**src/rtl/uart_tx_frame.sv**
```systemverilog
// UART transmit framer: serialises an accepted word as start bit, data LSB first,
// optional parity and stop bit(s), advancing only on baud ticks from clk_bps.
module uart_tx_frame #(
    parameter int DATA_BITS = 8,
    parameter int PARITY    = 0,
    parameter int STOP_BITS = 1
) (
    input  logic                 clk,
    input  logic                 rst_n,
    input  logic                 clk_bps,
    input  logic [DATA_BITS-1:0] tx_data,
    input  logic                 tx_valid,
    output logic                 tx_ready,
    output logic                 uart_tx,
    output logic                 tx_busy,
    output logic                 tx_done
);
    localparam int               CNT_W    = $clog2(DATA_BITS);
    localparam logic [CNT_W-1:0] LAST_BIT = CNT_W'(DATA_BITS - 1);

    localparam logic [2:0] S_IDLE  = 3'd0;
    localparam logic [2:0] S_WAIT  = 3'd1;
    localparam logic [2:0] S_START = 3'd2;
    localparam logic [2:0] S_DATA  = 3'd3;
    localparam logic [2:0] S_PAR   = 3'd4;
    localparam logic [2:0] S_STOP  = 3'd5;

    logic [2:0]           r_state;
    logic [DATA_BITS-1:0] r_shift;
    logic [CNT_W-1:0]     r_bitCnt;
    logic                 r_stopCnt;
    logic                 r_parity;
    logic                 r_tx;
    logic                 w_accept;
    logic                 w_lastStop;

    assign w_accept   = tx_valid && tx_ready;
    assign w_lastStop = (STOP_BITS == 1) || r_stopCnt;
    assign tx_ready   = (r_state == S_IDLE);
    assign tx_busy    = (r_state != S_IDLE);
    assign uart_tx    = r_tx;

    // Pulses during the final tick itself, so IDLE (and tx_ready) follows on the next cycle.
    assign tx_done = (r_state == S_STOP) && clk_bps && w_lastStop;

    always_ff @(posedge clk or negedge rst_n) begin
        if (!rst_n) begin
            r_state   <= S_IDLE;
            r_shift   <= '0;
            r_bitCnt  <= '0;
            r_stopCnt <= 1'b0;
            r_parity  <= 1'b0;
            r_tx      <= 1'b1;
        end else begin
            case (r_state)
                S_IDLE: begin
                    // A tick coinciding with accept is deliberately not treated as the start tick.
                    if (w_accept) begin
                        r_shift   <= tx_data;
                        r_parity  <= (PARITY == 1) ? ~^tx_data : ^tx_data;
                        r_bitCnt  <= '0;
                        r_stopCnt <= 1'b0;
                        r_state   <= S_WAIT;
                    end
                end
                S_WAIT: begin
                    if (clk_bps) begin
                        r_tx    <= 1'b0;
                        r_state <= S_START;
                    end
                end
                S_START: begin
                    if (clk_bps) begin
                        r_tx    <= r_shift[0];
                        r_shift <= r_shift >> 1;
                        r_state <= S_DATA;
                    end
                end
                S_DATA: begin
                    if (clk_bps) begin
                        if (r_bitCnt == LAST_BIT) begin
                            if (PARITY != 0) begin
                                r_tx    <= r_parity;
                                r_state <= S_PAR;
                            end else begin
                                r_tx    <= 1'b1;
                                r_state <= S_STOP;
                            end
                        end else begin
                            r_tx     <= r_shift[0];
                            r_shift  <= r_shift >> 1;
                            r_bitCnt <= r_bitCnt + CNT_W'(1);
                        end
                    end
                end
                S_PAR: begin
                    if (clk_bps) begin
                        r_tx    <= 1'b1;
                        r_state <= S_STOP;
                    end
                end
                S_STOP: begin
                    if (clk_bps) begin
                        if (w_lastStop) begin
                            r_tx    <= 1'b1;
                            r_state <= S_IDLE;
                        end else begin
                            r_stopCnt <= 1'b1;
                        end
                    end
                end
                default: begin
                    r_tx    <= 1'b1;
                    r_state <= S_IDLE;
                end
            endcase
        end
    end
endmodule

```
**config.mk**
```make
export PLATFORM = sky130hd
export DESIGN_NAME = uart_tx_frame
export DESIGN_NICKNAME = d
export VERILOG_FILES = /design/src/rtl/uart_tx_frame.sv
export SDC_FILE = /design/constraint.sdc
export NUM_CORES = 1
export LEC_CHECK = 0
export BUFFER_PORTS_ARGS = -buffer_cell sky130_fd_sc_hd__buf_2
export CORE_UTILIZATION = 40
export CTS_BUF_LIST = sky130_fd_sc_hd__clkbuf_4 sky130_fd_sc_hd__clkbuf_8 sky130_fd_sc_hd__clkbuf_16
export DETAILED_ROUTE_END_ITERATION = 12
export SLEW_MARGIN = 20
export SYNTH_ARGS = -nofsm -noshare
export SYNTH_HDL_FRONTEND = slang
export SYNTH_SLANG_ARGS = --single-unit
```
**constraint.sdc**
```tcl
create_clock -name clk -period 1.45 [get_ports clk]
set_input_delay 0.0725 -clock clk [delete_from_list [all_inputs] [get_ports clk]]
set_output_delay 0.0725 -clock clk [all_outputs]
set_load 0.02 [all_outputs]
```
# Word level (Yosys, flattened, before mapping)

Cells that the tools add are included.

Add/sub/neg operators: 1
Equality and inequality tests: 15
Muxes and demuxes: 23
Bitwise logic cells: 1
Reductions and logical operators: 11

Operators by type and width:

| operator            | number |
|---|---|
| $mux 8              | 4 |
| $mux 3              | 10 |
| $pmux 8 s3          | 1 |
| $pmux 3 s6          | 1 |
| $ne 2x2->1 const B  | 7 |
| $reduce_and 5->1    | 2 |
| $eq 3x3->1 const B  | 3 |
| $reduce_and 7->1    | 1 |
| $eq 3x2->1 const B  | 2 |
| $pmux 3 s2          | 1 |
| $reduce_bool 3->1   | 2 |
| $mux 1              | 5 |
| $pmux 1 s5          | 1 |
| $ne 2x1->1 const B  | 2 |
| $reduce_and 4->1    | 1 |
| $add 3x1->3 const B | 1 |
| $eq 3x1->1 const B  | 1 |
| $logic_not 3->1     | 1 |
| $logic_and 1x1->1   | 2 |
| $reduce_bool 2->1   | 1 |
| $reduce_or 2->1     | 1 |
| $not 1->1           | 1 |

Register bits: 15
Output and inout port bits: 4
Logic and storage cells: 55

# Depth between registers and ports, before layout

Depth after elaboration: 4
Depth in mapped cells: 5

# Least setup slack after synthesis

OpenSTA, ideal clock, no wires.

Kind: register to register
Start: register r_bitCnt[0]
End: register r_shift[0]
Arrival time: 1.377 ns
Setup slack: -0.070 ns
Cell stages (with the launch flop): 6
Path buffers: 0
Period minus slack after synthesis: 1.520 ns
Cells stage by stage: dfrtp_1 ha_1 ha_1 and2_1 o21ai_1 a31oi_1

Longest elaborated chain between the ends: 3

Ends and longest elaborated chain:

| item                              | line | text |
|---|---|---|
| start: declaration                | 30   | `logic [CNT_W-1:0] r_bitCnt;` |
| start signal: assignment          | 92   | `r_bitCnt <= r_bitCnt + CNT_W'(1);` |
| $eq 3x3->1                        | 81   | `if (r_bitCnt == LAST_BIT) begin` |
| $ne 2x2->1 (no source line)       | -    |  |
| $reduce_and 5->1 (no source line) | -    |  |
| end signal: assignment            | 59   | `r_shift <= tx_data;` |
| end signal: assignment            | 75   | `r_shift <= r_shift >> 1;` |
| end signal: assignment            | 91   | `r_shift <= r_shift >> 1;` |
| end: declaration                  | 29   | `logic [DATA_BITS-1:0] r_shift;` |

Every way passes these cells.
A chain may end at the register's enable or synchronous reset.

# Final worst setup path

Start: register r_bitCnt[1]
End: register r_bitCnt[0]

Longest elaborated chain between the ends: 3

Ends and longest elaborated chain:

| item                              | line |
|---|---|
| $eq 3x3->1                        | 81 |
| $ne 2x2->1 (no source line)       | - |
| $reduce_and 4->1 (no source line) | - |

Every way passes these cells.

==> results.toml <==
[run_status]
run_status = "complete, but fails checks"
violations = "setup timing"

[layout]
final_common_cell = "buf_4"
fin_nets = 127
areaGrowthSynthToFinish_pct = 36.5
num_antenna_cells = 0
layout_common_cells = "14 x buf_4, 13 x buf_2, 13 x dfrtp_1"
utilization_pct = 59.0
drive_gt1_share_pct = 44.6

[power_and_ir_drop]
switching_share_pct = 35.5
pwr-share-comb_pct = 53.8
p_switching_w = 0.000749
powerDensity_nw_per_um2 = 1810
leakage_nw = 0.541
totalPowerFinal_w = 0.00211
seq_power_share_pct = 34.1
internal_power_w = 0.00136
p_clk_share_pct = 12.0
vdd_drop_max_v = 0.00104

[critical_path]
worstPathArrival_ns = 1.71
slowest_stage = "dfrtp_1"
ff2ff_setup_slack_ns = -0.09
worstPathRequired_ns = 1.62
endpoint_kind = "register"
critPathMaxFanout = 4
start_kind = "register"
cp_cell_sequence = "ha_2 > ha_4 > nand4b_1 > a21o_1 > mux2_4"
critPathBufInv = 0
crit_type = "reg2reg"
crit_family = "flip-flops"
slowest_delay_ns = 0.40

[routing]
drtIter0Drc = 11
wl_per_cell_um = 14.4
vias_per_cell = 5.44
drc = 0
vias = 756
first_pass_iters = 4
ant_nets = 0
wirelength_mm = 2.00

[timing]
fin_crit_ns = 1.54
skew_ns = 0.00441
relSlewSlack_pct = 73.2
setup_viol = 3
hold_viol = 0
fin_ws_ns = -0.0888
drv_slew = 0
rsz0062_at_grt = "true"
max_freq_ghz = 0.650
worstMarginPinSlew_ns = 0.401
period_share_pct = 106

[yosys]
synth-seq-cells = 15
syn_avg_cell_area_um2 = 10.7
synth.cell_area_um2 = 856
synth_nets = 94
ys_warn_count = 0
synth_cell_type_count = 32
synth_cells = 80
yosysSeqAreaShare_pct = 44.0

[global_route]
antenna_found_initial = 0
grt_max_degree = 16
track_usage_pct = 19.1
grt-ovfl-total = 0
grt_pass1_vias = 688
grt_pass1_wl_mm = 3.06

[placement]
place_congestion = 0.732
dp_hpwl_mm = 1.22
dpl_worst_slack_ns = -0.0674
port_buffers = 15

[clocking]
ctsLongestPathBuffers = 2
path_clk_slew_ns = 0.09
clock_sinks = 15
clock_latency_ns = 0.27
clockRootBuffer = "clkbuf_4"
cts_inserted_buffers = 3
cts_max_level = 1
cts_tree = "done"

[hold_path]
hp-class = "in2reg"

[run]
drv_cap = 0

[floorplanning]
initial_core_util_pct = 43.2
coreArea_um2 = 1980
io-pin-count = 16
die_area_um2 = 2330
die-width_um = 48.3
rows = 16
die_h_um = 48.3
kinds of logic (layout without fill, tap and decap cells):
logic type                 Yosys count  count (layout)  share of synthesized area [%]
and+or+nand+nor                     18              18                           14.5
adders and majority gates            2               2                           2.92
DFF                                 15              15                           44.0
buffers and inverters                9              41                           5.26
muxes                                8               8                           9.94
AOI/OAI and AO/OA                   28              28                           23.4
flip-flops by register name, indices dropped and copies added, names as in the netlist:
name and count:
r_bitCnt 3, uart_tx 1, r_state 3, r_shift 8
layout make-up:
type	instances	area, um^2
inverters	3	11.3
clock buffers	4	30.0
repair buffers	34	248
fillers	172	813
multi-input cells	56	468
well taps	27	33.8
flip-flops and latches	15	378
power by group through the flow:
stage	Clock [W]	Combinational [W]	Sequential [W]
after CTS	0.000265	0.000995	0.000713
after detailed placement	0	0.000911	0.000716
after floorplan	0	0.000675	0.000713
after global placement	0	0.000906	0.000711
after global routing	0.000289	0.00123	0.000746
final	0.000254	0.00114	0.000720
metrics by stage:
stage	std cells	area [um^2]	TNS (ns)	hold slack, ns
after floorplan	80	875	-0.0112	-0.223
after global placement	125	1020	-0.0721	0.00774
after global routing	139	1170	-0.739	0.0881
after detailed placement	125	1020	-0.152	-0.000834
after CTS	134	1100	-0.143	0.0534
final	139	1170	-0.184	0.0620
worst reg2reg max path: stages, from the launching register on:
cell      delay [ns]
dfrtp_1         0.40
ha_2            0.20
ha_4            0.16
nand4b_1        0.19
a21o_1          0.22
mux2_4          0.26
cell usage after synthesis, drive strengths merged:
master	instances	area [um^2]
dfrtp	14	350
nand4b	1	8.76
a22oi	1	7.51
o22ai	1	6.26
nand2	4	15.0
nand3	2	10.0
a32oi	1	8.76
nand2b	1	6.26
o21ai	6	30.0
a311oi	7	61.3
a22o	2	17.5
nor3	1	5.00
a21o	1	7.51
inv	3	11.3
clkbuf	1	3.75
nor4b	1	23.8
o21bai	1	7.51
mux2	1	15.0
dfstp	1	26.3
and2	3	21.3
buf	5	30.0
or3	2	17.5
or3b	1	8.76
a31oi	7	43.8
ha	2	25.0
o211a	1	10.0
mux2i	7	70.1
nor2	2	7.51
final timing paths:
check                            start          end  cells past startpoint
min in group asynchronous        rst_n   r_state[2]                      2
max                        r_bitCnt[1]  r_bitCnt[0]                      5
min                         tx_data[7]   r_shift[7]                      3
max in group asynchronous        rst_n      uart_tx                      2
min reg2reg                    uart_tx      uart_tx                      2
max reg2reg                r_bitCnt[1]  r_bitCnt[0]                      5
routing by layer:
layer / vias to the layer above / wire length (um) / track usage [%]
li1: 373 / - / -
met3: 2 / 48 / 4.07
met5: - / 0 / 0
met4: 0 / 23 / 8.89
met1: 371 / 962 / 25.2
met2: 10 / 965 / 29.9
what timing repair did:
| item | in CTS | in global routing |
|---|---|---|
| pin swaps | 1 | 2 |
| hold buffers | 1 | 0 |
| endpoints found under the hold margin | 15 | 0 |
| gates resized for setup | 5 | 9 |
| buffers inserted | 4 | 5 |
| setup endpoints to repair | 5 | 13 |
Power figures use the tool's default switching activity.
